File: config.mk
export PLATFORM = sky130hd
export DESIGN_NAME = hazard_fwd_ctrl
export DESIGN_NICKNAME = d
export VERILOG_FILES = /design/src/rtl/hazard_fwd_ctrl.sv
export SDC_FILE = /design/constraint.sdc
export NUM_CORES = 1
export LEC_CHECK = 0
export ABC_AREA = 1
export CAP_MARGIN = 20
export CORE_MARGIN = 4
export CORE_UTILIZATION = 35
export CTS_CLUSTER_DIAMETER = 30
export CTS_CLUSTER_SIZE = 30
export DETAILED_ROUTE_END_ITERATION = 12
export DONT_BUFFER_PORTS = 1
export GPL_TIMING_DRIVEN = 1
export SYNTH_ARGS = -nofsm -noshare
export SYNTH_HDL_FRONTEND = slang
export SYNTH_SLANG_ARGS = --single-unit
export TNS_END_PERCENT = 20
File: constraint.sdc
create_clock -name clk -period 3.3 [get_ports clk]
set_input_delay 0.33 -clock clk [delete_from_list [all_inputs] [get_ports clk]]
set_output_delay 0.33 -clock clk [all_outputs]
set_load 0.02 [all_outputs]
File: src/rtl/hazard_fwd_ctrl.sv
// rtl/hazard_fwd_ctrl.sv - ID/EX decode, forwarding select and load-use hazard controller
module hazard_fwd_ctrl #(
  parameter int AW       = 5,
  parameter int STAGES   = 3,
  parameter int LOAD_LAT = 1,
  parameter int CNT_W    = 16
) (
  input  logic             clk,
  input  logic             rst_n,
  input  logic [31:0]      id_ir,
  input  logic             id_valid,
  input  logic             flush,
  output logic             stall,
  output logic [AW-1:0]    ra,
  output logic [AW-1:0]    rb,
  output logic [2:0]       fwd_a,
  output logic [2:0]       fwd_b,
  output logic             ex_valid,
  output logic [3:0]       ex_aluop,
  output logic             ex_dmload,
  output logic             ex_dmstr,
  output logic             ex_dmsel,
  output logic [15:0]      ex_imm,
  output logic [AW-1:0]    ex_dst,
  output logic [CNT_W-1:0] stall_cnt,
  output logic [CNT_W-1:0] flush_cnt
);

  logic [5:0]    op, funct;
  logic [AW-1:0] rs, rt, rd;
  logic          is_r, is_sys, use_a, use_b;
  logic          dec_load, dec_str;
  logic [AW-1:0] dec_dst;
  logic [3:0]    dec_aluop;
  logic          a_load, b_load, issue;

  // tracking pipeline, index 1 = EX
  logic [STAGES:1] pv, pl;
  logic [AW-1:0]   pd [1:STAGES];

  assign op     = id_ir[31:26];
  assign rs     = id_ir[21 +: AW];
  assign rt     = id_ir[16 +: AW];
  assign rd     = id_ir[11 +: AW];
  assign funct  = id_ir[5:0];
  assign is_r   = (op == 6'h00);
  assign is_sys = is_r && (funct == 6'h0C);
  assign use_a  = !(op == 6'h02 || op == 6'h03);
  assign use_b  = is_r || op == 6'h04 || op == 6'h05 || op == 6'h2B;
  assign ra     = is_sys ? AW'(2) : rs;
  assign rb     = is_sys ? AW'(4) : rt;
  assign dec_load = (op == 6'h23) || (op == 6'h24);
  assign dec_str  = (op == 6'h2B);

  // destination register decode; zero means no write
  always_comb begin
    dec_dst = '0;
    if (is_r) begin
      if (!is_sys) dec_dst = rd;
    end else begin
      case (op)
        6'h08, 6'h09, 6'h0A, 6'h0C, 6'h0D, 6'h0E, 6'h23, 6'h24: dec_dst = rt;
        6'h03:   dec_dst = AW'(31);
        default: dec_dst = '0;
      endcase
    end
  end

  // ALU opcode decode: by funct for R-type, by opcode otherwise
  always_comb begin
    dec_aluop = 4'h0;
    if (is_r) begin
      case (funct)
        6'h02, 6'h06:  dec_aluop = 4'h2;
        6'h03:         dec_aluop = 4'h1;
        6'h20, 6'h21:  dec_aluop = 4'h5;
        6'h22:         dec_aluop = 4'h6;
        6'h24:         dec_aluop = 4'h7;
        6'h25:         dec_aluop = 4'h8;
        6'h26:         dec_aluop = 4'h9;
        6'h27:         dec_aluop = 4'hA;
        6'h2A:         dec_aluop = 4'hB;
        6'h2B:         dec_aluop = 4'hC;
        default:       dec_aluop = 4'h0;
      endcase
    end else begin
      case (op)
        6'h01, 6'h0A:  dec_aluop = 4'hB;
        6'h04, 6'h05:  dec_aluop = 4'h9;
        6'h08, 6'h09:  dec_aluop = 4'h5;
        6'h0C:         dec_aluop = 4'h7;
        6'h0D:         dec_aluop = 4'h8;
        6'h0E:         dec_aluop = 4'h9;
        6'h2B:         dec_aluop = 4'h5;
        default:       dec_aluop = 4'h0;
      endcase
    end
  end

  // youngest matching stage wins: scan oldest to youngest so the last hit is the smallest k
  always_comb begin
    fwd_a  = 3'd0;
    fwd_b  = 3'd0;
    a_load = 1'b0;
    b_load = 1'b0;
    for (int k = STAGES; k >= 1; k--) begin
      if (use_a && pv[k] && pd[k] != '0 && pd[k] == ra) begin
        fwd_a  = 3'(k);
        a_load = pl[k];
      end
      if (use_b && pv[k] && pd[k] != '0 && pd[k] == rb) begin
        fwd_b  = 3'(k);
        b_load = pl[k];
      end
    end
  end

  // a load whose data is not yet forwardable holds ID; a redirect overrides the hold
  always_comb begin
    stall = id_valid && !flush &&
            ((a_load && fwd_a <= 3'(LOAD_LAT)) || (b_load && fwd_b <= 3'(LOAD_LAT)));
    issue = id_valid && !stall && !flush;
  end

  assign ex_valid  = pv[1];
  assign ex_dst    = pd[1];
  assign ex_dmload = pl[1];

  // advance the tracking pipeline; EX receives the ID instruction or a bubble
  always_ff @(posedge clk or negedge rst_n) begin
    if (!rst_n) begin
      pv        <= '0;
      pl        <= '0;
      for (int k = 1; k <= STAGES; k++) pd[k] <= '0;
      ex_aluop  <= 4'h0;
      ex_dmstr  <= 1'b0;
      ex_dmsel  <= 1'b0;
      ex_imm    <= 16'h0;
    end else begin
      pv[1]     <= issue;
      pd[1]     <= issue ? dec_dst : '0;
      pl[1]     <= issue && dec_load;
      for (int k = 2; k <= STAGES; k++) begin
        pv[k] <= pv[k-1];
        pd[k] <= pd[k-1];
        pl[k] <= pl[k-1];
      end
      ex_aluop  <= issue ? dec_aluop : 4'h0;
      ex_dmstr  <= issue && dec_str;
      ex_dmsel  <= issue && (dec_load || dec_str);
      ex_imm    <= issue ? id_ir[15:0] : 16'h0;
    end
  end

  // saturating stall/flush event counters
  always_ff @(posedge clk or negedge rst_n) begin
    if (!rst_n) begin
      stall_cnt <= '0;
      flush_cnt <= '0;
    end else begin
      if (stall && stall_cnt != {CNT_W{1'b1}}) stall_cnt <= stall_cnt + 1'b1;
      if (flush && flush_cnt != {CNT_W{1'b1}}) flush_cnt <= flush_cnt + 1'b1;
    end
  end

endmodule

Word level (Yosys, flattened, before mapping)
Index checks and enable logic that the tools add are counted.

word-level totals
  word-level logic and storage cells = 123
  input bits = 36
  output and inout bits = 78
  register bits = 75

operators by class
  reduce and logical (&&, ||, !) cells = 50
  eq/ne operators = 35
  magnitude comparators = 2
  add/sub/neg operators = 2
  mux-type cells = 23

operator list
  kind                   number
  $eq 6x6->1 const B     12
  $eq 6x4->1 const B     7
  $pmux 4 s10            1
  $add 16x1->16 const B  2
  $ne 16x16->1 const B   2
  $eq 5x5->1             6
  $logic_and 1x1->1      30
  $mux 5                 5
  $eq 6x2->1 const B     4
  $pmux 4 s5             1
  $eq 6x3->1 const B     3
  $mux 16                1
  $reduce_bool 5->1      3
  $mux 3                 4
  $pmux 5 s2             1
  $mux 4                 2
  $reduce_or 8->1        1
  $logic_or 1x1->1       7
  $eq 6x1->1 const B     1
  $le 3x1->1 const B     2
  $logic_not 6->1        1
  $mux 1                 6
  $reduce_or 2->1        3
  $reduce_or 3->1        2
  2 further kinds        5

Depth between registers and ports, before layout
Gate-level depths: netlist of the first run.

  depth in word-level cells = 18
  gate-level depth with buffers = 18
  mapped depth without buffers = 17

Least setup slack after synthesis of the first run
OpenSTA, ideal clock, no wires.

  kind = register -> register
  start point = reg flush_cnt[0]
  end point = reg flush_cnt[15]
  path slack = 0.886 ns
  cell stages (with the launch flop) = 15
  arrival time = 2.292 ns
  clock period less this slack = 2.414 ns
  path buffers = 0
  library setup time = 0.121 ns
  required time = 3.179 ns
  cells stage by stage = dfrtp_1 -> ha_1 -> nand3_1 -> nor3b_1 -> nand2_1 -> nor2_1 -> a21oi_1 -> nand2_1 -> nor2_1 -> nand2_1 -> nor2_1 -> nand2_1 -> nor2_1 -> nand2_1 -> xor2_1

on the way
  longest elaborated chain between the ends = 2
  elaborated cells on any way between the ends = 3
  those cells by class = 1 x add/sub; 1 x eq/ne; 1 x reduce/logical

RTL lines
  element                                                                RTL line  source
  start: declaration                                                     26        output logic [CNT_W-1:0] flush_cnt
  start signal: assignment                                               162       if (flush && flush_cnt != {CNT_W{1'b1}}) flush_cnt <= flush_cnt + 1'b1;
  parallel branches: the longest is 2 deep, another holds $add 16x1->16  -

Parallel ways; which one is timed is not known.
A chain may end at the register's enable or synchronous reset.

Worst setup path in the final report of the first run
Ends and elaborated chain as after synthesis.

==> flow_metrics.tcl, run 1 <==
set metrics [dict create \
    core_area_um2 11660 \
    max_cap_viol_count 0 \
    startpoint_type "flip-flop" \
    post-route-period-util_pct 86.55 \
    grt_antenna_before_repair 0 \
    reg2reg_depth 14 \
    ir_drop_mv 0.4009 \
    cts_max_path_buffers 2 \
    ys_seq_elements 75 \
    io_buffers 0 \
    final_cell_area_um2 4664 \
    boundaryPins 114 \
    cts_made_buffers 9 \
    rsz0062_at_grt "no" \
    detail-route-antenna-nets 0 \
    cts_tree "built" \
    hold_violations 0 \
    setup_tns_ps 0 \
    numClockSinks 75 \
    synthArstFlopShare_pct 100.0 \
    final_nets 593 \
    wl_per_cell_um 16.15 \
    start_util_pct 36.41 \
    synth_enable_flop_cells 0 \
    cellLeakagePower_uw 0.002410 \
    rr_startpoint "flush_cnt[0]" \
    cts_resized 0 \
    skew_ps 6.107 \
    drc 0 \
    status "finished, final reports clean" \
    row_count 39 \
    ys_types 39 \
    clk_pin_slew_ps 60 \
    fill_cells 1214 \
    timing.rr.end "flush_cnt[15]" \
    htree_levels 3 \
    num_vias 3575 \
    cp.required_ps 3520 \
    min_from "id_ir[13]" \
    min_to "ex_imm[13]" \
    reg2reg_setup_slack_ps 440 \
    ys.flop_type "dfrtp_1" \
    fin_crit_ps 2856 \
    drtPass1Iterations 5 \
    hp-class "primary input to flip-flop" \
    postLayoutCoreUtil_pct 40.00 \
    netlist_area_um2 4247 \
    grt_pass1_vias 3523 \
    slew_headroom_pct 56.06 \
    grt_max_degree 76 \
    grt_pass1_wl_mm 18.73 \
    p_total_uw 2299 \
    whs_path_depth 2 \
    worst_ep_arrival_time_ps 3080 \
    grt_usage_pct 16.51 \
    ys_seq_area_share_pct 44.20 \
    drive_gt1_share_pct 6.798 \
    gr-total-overflow 0 \
    hold_ws_ps 92.29 \
    worstPathMaxFanout 7 \
    finalWirelength_mm 11.34 \
    cts_setup_buffers 0 \
    initialDrtViolationCount 281 \
    syn_to_final_growth_pct 9.841 \
    post-synth-top-count-cell "nand2_1" \
    setup_violations 0 \
    root_buffer "clkbuf_16" \
    final-max-slew-violation-count 0 \
    synth_top_area_cell "dfrtp_1" \
    p_per_area_nw_per_um2 492.8 \
    die_area_um2 13960 \
    end_kind "flip-flop" \
    fmax_ghz 0.3501 \
    fp.dieH_um 118.2 \
    viasPerCell 5.093 \
    synth_top_area_share_pct 44.20 \
    dpl.hpwl_mm 8.482 \
    worstMarginPinSlew_ps 654.1 \
    yosys_warnings 0 \
    gp_congestion 0.9541 \
    die_x_um 118.2 \
    placed_cell_area_um2 4334 \
    synth_common_cells "nand2_1, dfrtp_1, inv_1, nor2_1, nand3_1" \
    netlist_instances 553 \
    n_antenna_cell 0 \
    clkLatencyLatePin_ps 340 \
    critPathKind "flip-flop to flip-flop" \
    syn_avg_cell_area_um2 7.679 \
    yosys-top-cells-area "dfrtp_1, nand2_1, inv_1" \
]
==> where the power goes <==
part	internal [µW]	total [µW]	switching, µW
Sequential	976	1110	136
Clock	599	981	382
Combinational	76.7	206	129
Total	1650	2300	647
==> layout by cell type, fill, tap and decap left out, types with 13 or more instances in the layout <==
cell / instances
dfrtp_1: 75
nor3_1: 14
a21oi_1: 22
nand4_1: 21
xnor2_1: 13
nand2_1: 134
nor2_1: 74
nand3_1: 43
xor2_1: 20
inv_1: 74
==> metrics by stage <==
stage,std cells,worst slack (ps)
2_1_floorplan,554,886.4
3_3_place_gp,685,451.0
3_5_place_dp,685,405.0
4_1_cts,702,385.3
5_1_grt,702,78.06
6_report,702,443.7
==> metal layers <==
| layer | wire length, µm | track usage (%) | up-vias |
|---|---|---|---|
| met5 | 0 | 0 | - |
| met4 | 209 | 6.886 | 0 |
| met3 | 855 | 5.253 | 14 |
| met2 | 5477 | 26.05 | 128 |
| met1 | 4793 | 20.97 | 1668 |
| li1 | - | - | 1765 |
==> sequential cells by signal, summed over array words and instances, names as in the netlist <==
signal / cells
ex_aluop: 4
ex_dmsel: 1
ex_dmstr: 1
ex_dst: 5
ex_imm: 16
flush_cnt: 16
pd: 10
pl: 3
pv: 3
stall_cnt: 16
==> worst max-delay path: stages (launching register included) <==
cell     delay, ps
dfrtp_1        490
ha_1           260
nand3_1        100
nor3b_1         80
nand2_1         90
nor2_1          40
a21oi_1        450
nand2_1        190
nor2_1         190
nand2_1        110
nor2_1         200
nand2_1        120
nor2_1         180
nand2_1         90
xor2_1         140
==> area by class of cell <==
cell class | count | area, µm² | share of cell area (%)
tap | 143 | 178.9 | 3.836
inverter | 79 | 296.5 | 6.357
clock inverter | 5 | 53.80 | 1.153
sequential | 75 | 1877 | 40.24
timing repair buffer | 6 | 67.56 | 1.448
multi-input combinational | 384 | 1952 | 41.85
clock buffer | 10 | 239.0 | 5.123
==> logic make-up after synthesis <==
family,count (synthesis),synth area share (%)
AND/OR/NAND/NOR,306,32.62
buffers and inverters,95,9.929
flip-flops,75,44.20
AO/OA/AOI/OAI,41,5.775
XOR/XNOR,33,6.806
adder cells (fa/ha/maj),2,0.5892
other,1,0.08831
==> worst max path at each step <==
| stage | startpoint | endpoint | slack, ps |
|---|---|---|---|
| 3_5_place_dp | flush_cnt[0] | flush_cnt[15] | 400 |
| 4_1_cts | flush_cnt[0] | flush_cnt[15] | 390 |
| 6_report | flush_cnt[0] | flush_cnt[15] | 440 |
| 5_1_grt | flush_cnt[0] | flush_cnt[15] | 80 |
| 3_3_place_gp | flush_cnt[0] | flush_cnt[15] | 450 |
| 2_1_floorplan | flush_cnt[0] | flush_cnt[15] | 890 |
==> timing repair <==
item / CTS / global route
endpoints found under the setup margin: 0 / 0
endpoints found under the hold margin: 75 / 0
hold buffers: 2 / 0
No activity file was read; power rests on OpenSTA's default activity.
==> run 2: changes to the inputs <==
CORE_ASPECT_RATIO = 1.75   (was default)
==> run 2 against run 1 <==
Final area grew 0.54%. First-iteration DRC count shrank 26%. Register-to-register slack gained 230 ps. Worst hold slack gained 5.1 ps. Power grew 3.8%. Sequential share of layout area shrank 0.21 points. Combinational power is essentially flat. Clock power grew 8%. Sequential power is essentially flat. Maximum frequency grew 2.7%. Critical endpoint is now stall. Largest cell class unchanged.
==> flow_metrics.tcl, run 2 (synthesized netlist as in run 1, its figures left out) <==
set metrics [dict create \
    die_area_um2 14030 \
    gp_congestion 0.8919 \
    wl_per_cell_um 16.63 \
    cts_setup_buffers 0 \
    worstPathMaxFanout 18 \
    layout_commonest_cell "nand2_1" \
    cts_tree "built" \
    p_per_area_nw_per_um2 508.7 \
    n_antenna_cell 0 \
    reg2reg_depth 15 \
    cts_made_buffers 9 \
    cts_max_path_buffers 2 \
    worst_path_max_delay_cell "dfrtp_1" \
    p_seq_share_pct 46.8 \
    viasPerCell 5.172 \
    root_buffer "clkbuf_16" \
    cp.required_ps 2970 \
    start_util_pct 35.58 \
    critPathKind "flip-flop to primary output" \
    finalWirelength_mm 11.59 \
    most-common-layout-cells "nand2_1, dfrtp_1, nor2_1, inv_1, nand3_1" \
    grt_pass1_vias 3711 \
    p_total_uw 2385 \
    end_kind "primary output" \
    worst_ep_arrival_time_ps 2450 \
    initialDrtViolationCount 209 \
    worstSetupPathDepth 12 \
    fmax_ghz 0.3596 \
    rsz0062_at_grt "no" \
    core_area_um2 11940 \
    max_cap_viol_count 0 \
    reg2reg_setup_slack_ps 670 \
    dpl.hpwl_mm 8.788 \
    grt_pass1_wl_mm 18.73 \
    skew_ps 11.04 \
    numClockSinks 75 \
    drtPass1Iterations 5 \
    grt_usage_pct 16.83 \
    cts_resized 0 \
    hold_ws_ps 97.39 \
    setup_tns_ps 0 \
    die_x_um 91.27 \
    final-max-slew-violation-count 0 \
    row_count 53 \
    grt_antenna_before_repair 0 \
    switching_share_pct 27.36 \
    final_nets 594 \
    status "finished, final reports clean" \
    top_regs "ex_imm (16), flush_cnt (16), stall_cnt (16)" \
    cpMostUsedCell "inv_1" \
    post-route-period-util_pct 84.28 \
    syn_to_final_growth_pct 10.43 \
    setup_violations 0 \
    p_sw_uw 652.7 \
    grt_max_degree 76 \
    timing.rr.end "flush_cnt[15]" \
    rr_startpoint "flush_cnt[0]" \
    cellLeakagePower_uw 0.002415 \
    drive_gt1_share_pct 6.786 \
    io_buffers 0 \
    clkLatencyLatePin_ps 340 \
    crit_family "simple AND/OR/NAND/NOR gates" \
    path_buf_inv 3 \
    clk_pin_slew_ps 50 \
    fin_crit_ps 2781 \
    detail-route-antenna-nets 0 \
    num_vias 3605 \
    ir_drop_mv 0.3350 \
    boundaryPins 114 \
    hold_violations 0 \
    postLayoutCoreUtil_pct 39.29 \
    gr-total-overflow 0 \
    combinationalPowerShare_pct 8.8 \
    p_int_uw 1733 \
    max_stage_delay_ps 560 \
    crit_path_start "ex_dst[1]" \
    critPathCapture "stall" \
    startpoint_type "flip-flop" \
    hp-class "primary input to flip-flop" \
    htree_levels 3 \
    fp.dieH_um 153.7 \
    drc 0 \
    p_clk_share_pct 44.5 \
    hold_buffers 2 \
    path_cells "inv_1 -> nand3_1 -> nand2_1 -> inv_1 -> nand3_1 -> nor2_1 -> nand3_2 -> a21oi_1 -> nand2_2 -> nand2_4 -> nand2_1 -> inv_1" \
    worstMarginPinSlew_ps 616.4 \
    slew_headroom_pct 58.59 \
]
run 2: cell count changes in the layout (fill, tap and decap cells not counted):
cell,previous run,this run
buf_4,4,5
clkinv_2,3,0
clkinv_4,1,0
clkinvlp_4,0,2
bufinv_16,1,2
clkbuf_1,0,1
run 2: worst register-to-register path, cell delays in order (launching register included):
cell	delay, ps
dfrtp_1	490
ha_1	270
nand3_1	110
nor3b_1	90
nand2_1	90
nor2_1	40
a21oi_1	120
buf_4	170
nand2_1	90
nor2_1	170
nand2_1	120
nor2_1	200
nand2_1	120
nor2_1	190
nand2_1	100
xor2_1	150
run 2: power groups by stage:
stage	registers [µW]	clock network, µW	logic [µW]
2_1_floorplan	1110	0	160
3_3_place_gp	1130	0	181
3_5_place_dp	1130	0	188
4_1_cts	1120	1080	212
5_1_grt	1130	1130	241
6_report	1120	1060	209
run 2: layer usage:
layer | GRT usage [%] | vias up | wire length, µm
li1 | - | 1755 | -
met1 | 17.88 | 1686 | 4282
met2 | 29.55 | 136 | 6156
met3 | 4.503 | 28 | 687
met4 | 9.784 | 0 | 466
met5 | 0 | - | 0
run 2: metrics by stage:
step	setup WS (ps)	instance area, µm²	cells
after floorplan	886.4	4250	554
after CTS	491.9	4690	697
after global placement	616.7	4334	680
final	518.9	4690	697
after global routing	316.7	4690	697
after detailed placement	600.7	4334	680
run 2: cell type report:
cell class	count	area, µm²
Fill cell	1231	7247
Multi-Input combinational cell	384	1952
Sequential cell	75	1877
Inverter	79	296.5
Clock buffer	11	242.7
Tap cell	137	171.4
Clock inverter	4	75.07
Timing Repair Buffer	7	75.07
run 2: worst min-delay path by stage:
| stage | startpoint | depth (start not counted) | slack [ps] | end |
|---|---|---|---|---|
| after floorplan | rst_n | 0 | 30 | ex_aluop[0] |
| after global placement | rst_n | 0 | 40 | ex_imm[3] |
| after detailed placement | rst_n | 0 | 40 | ex_imm[2] |
| after CTS | id_ir[9] | 2 | 80 | ex_imm[9] |
| after global routing | id_ir[13] | 2 | 90 | ex_imm[13] |
| final | id_ir[9] | 2 | 100 | ex_imm[9] |
==> variant (settings of run 2) <==
Change the parameter `CNT_W` from 16 to 12.
--- a/src/rtl/hazard_fwd_ctrl.sv
+++ b/src/rtl/hazard_fwd_ctrl.sv
@@ -5,3 +5,3 @@
   parameter int LOAD_LAT = 1,
-  parameter int CNT_W    = 16
+  parameter int CNT_W    = 12
 ) (
Ports: changed (resized flush_cnt and stall_cnt); port bits go from 114 to 106. No check against the original RTL was run, so the function may have changed too.
==> variant against run 2 <==
- final area down 14%
- power fell by 14%
- die area decreased by 13%
- area after synthesis is 14% lower
- sequential cell count down 10
- hold slack improved by 0.0040 ns
- register-to-register slack improved by 0.02 ns
- count of clock-buffer cells in the layout rose by 1
- fmax up 4.9%
- setup slack improved by 0.13 ns
- wire length decreased by 13%
- sequential power decreased by 12%
- largest cell class unchanged
- largest power group unchanged
- highest routed layer unchanged
==> variant: results <==
export IMPL_path_clk_slew_ns=0.05
export IMPL_firstDrtPassIters=4
export IMPL_placed_cell_area_sq_um=3720
export IMPL_swShare=0.290
export IMPL_clock_skew_ns=0.00535
export IMPL_whs_endpoint="ex_imm[15]$_DFF_PN0_"
export IMPL_ir_drop_v=0.000311
export IMPL_grtUsageTotal=0.177
export IMPL_r2r_slack_ns=0.69
export IMPL_grt_max_degree=66
export IMPL_cp_max_fo=10
export IMPL_layout_nets=500
export IMPL_critPathArrivalTime_ns=2.32
export IMPL_via_per_inst=5.24
export IMPL_reg_largest_list="ex_imm: 16 flops, flush_cnt: 12 flops, stall_cnt: 12 flops"
export IMPL_p_leak_uw=0.00205
export IMPL_status="complete, no violations"
export IMPL_grt_pass1_vias=3343
export IMPL_gp_congestion=0.911
export IMPL_grt_pass1_wl_um=16800
export IMPL_synth_commonest_cells="nand2_1, dfrtp_1, inv_1, nor2_1, nand3_1"
export IMPL_yosysSeqAreaShare=0.447
export IMPL_fillerInstances=1080
export IMPL_drt_iter0_drc=193
export IMPL_avgRoutedWirePerCell_um=17.0
export IMPL_layout_drive_gt1_share=0.0901
export IMPL_r2r_start="stall_cnt[0]$_DFFE_PN0P_"
export IMPL_r2r_end="stall_cnt[5]$_DFFE_PN0P_"
export IMPL_synthTopCellsByArea="dfrtp_1, nand2_1, inv_1, nor2_1, nand3_1"
export IMPL_hpwl_um=7810
export IMPL_worst_pin_slew_ns=0.809
## variant: cells by family after synthesis
| kind of cell | share of synthesized area |
|---|---|
| adders and majority gates | 0.00688 |
| xor gates and xnor gates | 0.0602 |
| and+or+nand+nor | 0.302 |
| DFF | 0.447 |
| AOI/OAI and AO/OA | 0.0791 |
| buffers and inverters | 0.100 |
| other | 0.00103 |
| muxes | 0.00310 |
## variant: metrics by stage
stage / std cells / hold WS (ns) / setup WS [ns]
6_report: 593 / 0.101 / 0.649
5_1_grt: 593 / 0.100 / 0.466
4_1_cts: 593 / 0.0936 / 0.676
3_5_place_dp: 576 / 0.0367 / 0.668
3_3_place_gp: 576 / 0.0365 / 0.689
2_1_floorplan: 459 / 0.0344 / 1.01
## variant: worst max path at each step
stage	from	cells after the start	endpoint
floorplan	id_ir[4]	11	fwd_a[1]
global placement	id_ir[28]	13	fwd_b[0]
detailed placement	id_ir[28]	13	fwd_b[0]
CTS	id_ir[28]	13	fwd_b[0]
global route	stall_cnt[0]$_DFFE_PN0P_	9	stall_cnt[4]$_DFFE_PN0P_
finish	id_ir[28]	13	fwd_b[0]
## variant: layout make-up
cell class	instances	area, sq um	area share
Multi-Input combinational cell	312	1650	0.410
Sequential cell	65	1630	0.405
Inverter	68	255	0.0635
Clock buffer	12	246	0.0613
Tap cell	127	159	0.0395
Timing Repair Buffer	6	67.6	0.0168
Clock inverter	3	17.5	0.00436
## variant: timing repair
| item | CTS | global route |
|---|---|---|
| hold endpoints to repair | 65 | 0 |
| resized for setup | 0 | 0 |
| hold buffers | 2 | 0 |
## variant: worst max-delay path, cell delays in order
cell and delay [ns]:
nor2_2 0.13, nand2_2 0.14, nor2_8 0.15, clkinv_1 0.26, nand3_1 0.24, nand3_1 0.09
inv_1 0.11, nand2_1 0.06, nor2_1 0.09, nand2_1 0.06, nor3_1 0.40, inv_1 0.08
nand2_1 0.20
## variant: power groups by stage
| stage | sequential, uW | clock (uW) | combinational, uW |
|---|---|---|---|
| final | 984 | 857 | 201 |
| after floorplan | 978 | 0 | 155 |
| after global placement | 999 | 0 | 177 |
| after global routing | 995 | 918 | 235 |
| after detailed placement | 1000 | 0 | 183 |
| after CTS | 986 | 878 | 206 |
## variant: metal layers
metal | routed length (um) | share of wire | track usage
met2 | 5630 | 0.56 | 0.327
met3 | 730 | 0.072 | 0.0531
met1 | 3530 | 0.35 | 0.182
met5 | 0 | 0 | 0
met4 | 206 | 0.020 | 0.0726
